<file path="config.mk">
export PLATFORM = sky130hd
export DESIGN_NAME = serial_tx
export DESIGN_NICKNAME = d
export VERILOG_FILES = /design/src/rtl/serial_tx.sv
export SDC_FILE = /design/constraint.sdc
export NUM_CORES = 1
export LEC_CHECK = 0
export BUFFER_PORTS_ARGS = -buffer_cell sky130_fd_sc_hd__buf_2
export CAP_MARGIN = 25
export CORE_MARGIN = 2
export CORE_UTILIZATION = 40
export CTS_CLUSTER_DIAMETER = 80
export DETAILED_ROUTE_END_ITERATION = 16
export PLACE_DENSITY_LB_ADDON = 0.12
export SLEW_MARGIN = 0
export SYNTH_ARGS = -nofsm -noshare
export SYNTH_HDL_FRONTEND = slang
export SYNTH_SLANG_ARGS = --single-unit
</file>
<file path="constraint.sdc">
create_clock -name clk -period 1.44 [get_ports clk]
set_input_delay 0.288 -clock clk [delete_from_list [all_inputs] [get_ports clk]]
set_output_delay 0.288 -clock clk [all_outputs]
set_load 0.01 [all_outputs]
</file>
<file path="src/rtl/serial_tx.sv">
// serial_tx: framed serial transmitter with one-word holding register
module serial_tx #(
  parameter int BIT_LEN  = 7,
  parameter int IDLE_GAP = 1
) (
  input  logic               clk,
  input  logic               rst,
  input  logic [BIT_LEN-1:0] data_in,
  input  logic               in_valid,
  output logic               in_ready,
  output logic               channel_out,
  output logic               busy,
  output logic               frame_done
);
  localparam int IW = BIT_LEN > 1 ? $clog2(BIT_LEN) : 1;
  localparam int GW = IDLE_GAP > 1 ? $clog2(IDLE_GAP) : 1;
  localparam int FW = BIT_LEN + 3;
  typedef enum logic [2:0] {IDLE, START, DATA, PARITY, STOP, GAP} state_t;
  state_t             state_q, state_d;
  logic [IW-1:0]      idx_q, idx_d;
  logic [GW-1:0]      gap_q, gap_d;
  logic [FW-1:0]      sr_q, sr_d;
  logic [BIT_LEN-1:0] hold_q, hold_d;
  logic               empty_q, empty_d, busy_q, done_q;
  logic               accept, gap_last, load;
  // Next state; the frame shifts out of sr_q LSB first with zero fill, so the line drops to 0 after STOP.
  always_comb begin
    accept   = in_valid && empty_q;
    gap_last = state_q == GAP && gap_q == '0;
    load     = !empty_q && (state_q == IDLE || gap_last);
    state_d  = state_q;
    idx_d    = idx_q;
    gap_d    = gap_q;
    sr_d     = {1'b0, sr_q[FW-1:1]};
    hold_d   = accept ? data_in : hold_q;
    empty_d  = accept ? 1'b0 : load ? 1'b1 : empty_q;
    case (state_q)
      IDLE:    state_d = IDLE;
      START:   begin state_d = DATA; idx_d = '0; end
      DATA:    begin idx_d = idx_q + 1'b1; state_d = idx_q == IW'(BIT_LEN - 1) ? PARITY : DATA; end
      PARITY:  state_d = STOP;
      STOP:    begin state_d = GAP; gap_d = GW'(IDLE_GAP - 1); end
      GAP:     begin gap_d = gap_q - 1'b1; state_d = gap_last ? IDLE : GAP; end
      default: state_d = IDLE;
    endcase
    if (load) begin
      state_d = START;
      sr_d    = {1'b1, ^hold_q, hold_q, 1'b1};
    end
  end
  // State, datapath and registered outputs.
  always_ff @(posedge clk) begin
    if (rst) begin
      state_q <= IDLE;
      idx_q   <= '0;
      gap_q   <= '0;
      sr_q    <= '0;
      hold_q  <= '0;
      empty_q <= 1'b1;
      busy_q  <= 1'b0;
      done_q  <= 1'b0;
    end else begin
      state_q <= state_d;
      idx_q   <= idx_d;
      gap_q   <= gap_d;
      sr_q    <= sr_d;
      hold_q  <= hold_d;
      empty_q <= empty_d;
      busy_q  <= state_d != IDLE;
      done_q  <= state_d == GAP && gap_d == '0;
    end
  end
  assign in_ready    = empty_q;
  assign channel_out = sr_q[0];
  assign busy        = busy_q;
  assign frame_done  = done_q;
endmodule

</file>
## Word level (Yosys, flattened, before mapping)

Cells that the tools add are included.

| word-level totals | value |
|---|---|
| word-level logic and storage cells | 39 |
| bits in registers | 27 |
| input port bits | 10 |

| cells by class | value |
|---|---|
| reductions and logical operators | 11 |
| equal/unequal tests | 7 |
| bitwise gates (word level) | 2 |
| muxes and demuxes | 9 |
| add/sub/neg operators | 2 |

Operators with widths:

| cell | number |
|---|---|
| case mux 3 bit (5 select lines) | 1 |
| == test 3 bit (second input constant) | 4 |
| two-way mux 10 bit | 1 |
| parity 7 bit | 1 |
| == test 3 x 2 -> 1 bit (second input constant) | 2 |
| two-way mux 3 bit | 2 |
| case mux 3 bit (2 select lines) | 1 |
| logical AND 1 bit | 4 |
| nonzero test 2 bit | 2 |
| adder 3 x 1 -> 3 bit (second input constant) | 1 |
| == test 3 x 1 -> 1 bit (second input constant) | 1 |
| logical NOT 3 bit | 1 |
| two-way mux 1 bit | 3 |
| nonzero test 3 bit | 1 |
| NOT 1 bit | 2 |
| case mux 1 bit (2 select lines) | 1 |
| logical NOT 1 bit | 1 |
| logical OR 1 bit | 1 |
| subtractor 1 bit (second input constant) | 1 |

## Longest topological paths before layout

| logic depth | value |
|---|---|
| depth after elaboration | 7 |
| gate-level depth with buffers | 6 |
| mapped depth without buffers | 6 |

## Worst setup path before layout

Ideal clock, no wire load.

| timing | value |
|---|---|
| kind | register -> register |
| start | reg state_q[2] |
| end | reg state_q[0] |
| required time | 1.373 ns |
| path slack | 0.066 ns |
| arrival time | 1.307 ns |
| cell stages (with the launch flop) | 5 |
| library setup time | 0.067 ns |
| cells stage by stage | dfxtp_1 > or2_4 > or3_1 > a22o_1 > a21oi_2 |

| on the way | value |
|---|---|
| word-level cells in the longest chain between the ends | 5 |

RTL lines:

| what | RTL line | RTL |
|---|---|---|
| from (decl) | 19 | `state_t state_q, state_d;` |
| from (signal assigned) | 63 | `state_q <= state_d;` |
| == test 3 bit | 29, 37 |  |
| logical AND 1 bit | 29 | `gap_last = state_q == GAP && gap_q == '0;` |
| two-way mux 3 bit / logical OR 1 bit (equally long branches) | 43, 30 |  |
| case mux 3 bit (5 select lines) / logical AND 1 bit (equally long branches) | 37, 30 |  |
| two-way mux 3 bit (*) | 46 | `if (load) begin` |

Every way passes the cells marked *; elsewhere a longest branch is shown, timed or not.
A chain may end at the register's enable or synchronous reset.

## Final worst setup path

| timing | value |
|---|---|
| start | reg state_q[0] |
| end | reg sr_q[8] |

| on the way | value |
|---|---|
| word-level cells in the longest chain between the ends | 5 |

RTL lines:

| what | RTL line | RTL |
|---|---|---|
| == test 3 bit | 29 |  |
| logical AND 1 bit | 29 |  |
| logical OR 1 bit (*) | 30 | `load = !empty_q && (state_q == IDLE \|\| gap_last);` |
| logical AND 1 bit (*) | 30 |  |
| two-way mux 10 bit (*) | 46 |  |
| to (signal assigned) | 66 | `sr_q <= sr_d;` |
| to (decl) | 22 | `logic [FW-1:0] sr_q, sr_d;` |

Marks and branches as above.

==> impl_summary.log <==
[metrics] Post-Route WL: between 2000 and 2500 um
[metrics] Worst Reg-to-Reg Cells: 5
[metrics] fraction of met1 tracks used by global routing: between 20% and 30%
[metrics] hold slack: 0.195 ns
[metrics] Static Leakage: 0.509 nW
[metrics] count of endpoints failing hold in the final timing report: 0
[metrics] via count: approximately 1000
[metrics] Avg Synthesized Cell Area: about 8.3 um2
[metrics] crit-path max FO: 10
[metrics] RSZ-0062 raised after global routing: false
[metrics] R2R setup slack: roughly 0.041 ns
[metrics] critical path capture point type: flip-flop
[metrics] number of buffers created by CTS: 3
[metrics] drt first-iter violations: 30
[metrics] detailed-router iteration count before antenna repair: 4
[metrics] CTS Root Cell: sky130_fd_sc_hd__clkbuf_4
[metrics] count of buffers inserted at the top-level ports: 13
[metrics] Clk Latency, worst-skew pair: about 0.32 ns
[metrics] slowest stage cell on the critical path: sky130_fd_sc_hd__dfxtp_4
[metrics] worst hold-check path type: in -> reg
[metrics] yosys synthesis warning count: 0
[metrics] summed negative setup slack over all endpoints: 0 ns
[metrics] Floorplan Core Area: between 0.002 and 0.003 mm2
[metrics] post-route worst setup slack: about 0.041 ns
[metrics] IO Count: 14
[metrics] DPL Wire Length: roughly 1500 um
[metrics] worst slack after detailed placement: 0.0534 ns
[metrics] largest net degree at the start of global routing: 28
[metrics] cell breakdown of the critical path: or2_4, a211oi_2, buf_4, nor3b_1, a21o_1
[metrics] leading cell type in the layout, fill and taps excluded: sky130_fd_sc_hd__nand2_1
[metrics] cells after synthesis: ~140
[metrics] post-route ant nets: 0
[metrics] distinct cell type count of the synthesized netlist: 34
[metrics] Setup crit end: sr_q[8]$_SDFF_PP0_
[metrics] total clock sinks: 27
[metrics] Clk network pwr share: 25.1%
[metrics] source of the worst register-to-register timing path: state_q[0]$_SDFF_PP0_
[metrics] Overflow after GRT: 0
[metrics] starting utilization of the core area: a little over two fifths
[metrics] number of max-cap violations: 0
[metrics] share of layout cells above drive strength 1: ~22%
[metrics] Global Route Usage Sum: between 10% and 20%
[metrics] Post-synth ARST share: 0%
[metrics] Req. time, crit path: approximately 1.7 ns
[metrics] wire length per cell: approximately 12 um
[metrics] Setup Skew: 0.00179 ns
[metrics] GRT busiest layer: met1
[metrics] net switching share of the total power: 26.7%
[metrics] clock-pin slew of the registers on the worst-case setup and hold paths: ~0.15 ns
[metrics] cell-internal power: 970 uW
[metrics] kind of launch point of the worst setup path: flip-flop
[metrics] final weighted congestion of routability-driven global placement: about 0.76
[metrics] leading cell types in the layout, fill and taps excluded: sky130_fd_sc_hd__nand2_1 (27), sky130_fd_sc_hd__dfxtp_1 (23), sky130_fd_sc_hd__a21oi_1 (18)
[metrics] number of enable flip-flop cells after synthesis: 0
[metrics] maximum clock frequency: just over 700 MHz
[metrics] part of the power in registers: between 60% and 70%
[metrics] number of cells on the critical path: 5
[metrics] sequential share of the synthesized area: between 40% and 50%
[metrics] maximum vdd drop: about 600 uV
[metrics] switching power of the nets: approximately 350 uW
[metrics] syn nets: between 150 and 200
[metrics] Final period util: between 90% and 100%
[metrics] worst-case headroom to the max-slew limit: about 66%
[metrics] crit path kind: reg -> reg
[metrics] number of global-route vias before repair: between 900 and 1000
[metrics] post-route core utilization: 48.2%
[metrics] CTS tree: built
[metrics] height of the chip: 58.0 um
[metrics] Power Total: 1.32 mW
[metrics] delay of the slowest critical-path stage: 0.38 ns
[metrics] grt met3 use: roughly 2.0%
[metrics] post-detailed-route DRC marker count: 0
[metrics] R2R Path End: sr_q[8]$_SDFF_PP0_
[metrics] Final min period: around 1.4 ns
[metrics] synthesized flop and latch total: 27
[metrics] worst-case clock buffer depth: 2
[metrics] Layout Nets: 170
[metrics] most instantiated flip-flop cell in the synthesis netlist: sky130_fd_sc_hd__dfxtp_1
[metrics] antenna violations before repair: 0
[metrics] routed via count divided by cell count: 5.29
[metrics] Diodes inserted: 0
[metrics] Crit path buffers/inverters: 1
[metrics] area grow syn2layout: 13.8%
[metrics] result of the run: completed
[metrics] number of slew-limit violations in the final report: 0
[metrics] power density relative to cell area: between 900 and 1000 mW/mm2
[metrics] Die Wd: between 50 and 60 um
[metrics] top cell family by delay on the critical path: flip-flops
[metrics] overall die area: between 0.003 and 0.004 mm2
[metrics] Cell Area, Synth: between 0.001 and 0.0015 mm2
[metrics] data arrival time of the worst path: 1.63 ns
[metrics] met2 track demand over resource: between 20% and 30%
[metrics] worst setup path startpoint: state_q[0]$_SDFF_PP0_
[metrics] number of rows in the core area: 19
[metrics] number of H-tree branching levels: 1
[metrics] number of failing setup endpoints in the final timing report: 0
[metrics] Comb power frac: around 14%
[metrics] first-pass GRT wire length: roughly 4100 um
[metrics] setup bufs post-CTS: 0
[metrics] actual transition at the worst max-transition pin: between 0.5 and 0.6 ns
-- cells by family (layout without fill, tap and decap cells) --
family                   after synthesis  count (layout)  share of synthesized area, %
AO/OA/AOI/OAI                         35              35                          18.0
buffers and inverters                 13              28                          4.39
AND/OR/NAND/NOR                       57              57                          23.6
flip-flops                            27              27                          46.3
XOR/XNOR                               6               6                          4.50
adder cells (fa/ha/maj)                3               3                          3.22
-- state kept, by name, indices dropped and copies added (netlist names) --
signal / flops
frame_done: 1
state_q: 3
gap_q: 1
in_ready: 1
busy: 1
sr_q: 10
idx_q: 3
hold_q: 7
-- routing by layer --
metal  wire length, um  vias to the layer above
met3                72                        2
met5                 0                        -
li1                  -                      513
met4                19                        0
met2               954                       19
met1              1200                      455
-- tightest hold or removal path, delay by kind of cell --
kind                   cells  cell delay [ns]
AOI/OAI and AO/OA          1             0.05
buffers and inverters      1             0.09
and+or+nand+nor            1             0.05
-- power groups by stage --
stage	sequential, mW	combinational [mW]	clock (mW)
2_1_floorplan	0.819	0.130	0
3_3_place_gp	0.818	0.183	0
3_5_place_dp	0.819	0.187	0
4_1_cts	0.803	0.190	0.348
5_1_grt	0.807	0.213	0.379
6_report	0.802	0.188	0.332
-- layout make-up --
class,count,area (um2)
fill,291,1430
clock inverter,1,7.51
tap,31,38.8
timing repair buffer,20,118
clock buffer,3,22.5
multi-input combinational,101,579
sequential,27,548
inverter,4,15.0
-- synth_stat cells (3+ instances only) --
cell	number	area, um2
sky130_fd_sc_hd__a21oi_1	18	90.1
sky130_fd_sc_hd__clkbuf_1	5	18.8
sky130_fd_sc_hd__ha_1	3	37.5
sky130_fd_sc_hd__xnor2_1	4	35.0
sky130_fd_sc_hd__inv_1	4	15.0
sky130_fd_sc_hd__dfxtp_1	27	541
sky130_fd_sc_hd__nand3_1	10	50.1
sky130_fd_sc_hd__nor2_1	6	22.5
sky130_fd_sc_hd__o21ai_0	7	35.0
sky130_fd_sc_hd__nand2_1	27	101
-- worst min path at each step --
stage,start,endpoint,depth (start not counted)
global placement,sr_q[1]$_SDFF_PP0_,sr_q[0]$_SDFF_PP0_,2
global route,data_in[1],hold_q[1]$_SDFFE_PP0P_,3
finish,data_in[3],hold_q[3]$_SDFFE_PP0P_,3
CTS,data_in[3],hold_q[3]$_SDFFE_PP0P_,3
floorplan,sr_q[1]$_SDFF_PP0_,sr_q[0]$_SDFF_PP0_,2
detailed placement,sr_q[1]$_SDFF_PP0_,sr_q[0]$_SDFF_PP0_,2
-- metrics by stage --
step,cells,area (um2)
finish,187,1330
global route,187,1330
CTS,187,1320
detailed placement,183,1290
global placement,183,1290
floorplan,141,1170
-- timing repair --
action	CTS	global route
hold buffers	0	0
setup endpoints to repair	0	5
resized for setup	0	7
Note: power is estimated with default switching activity, not from simulation.
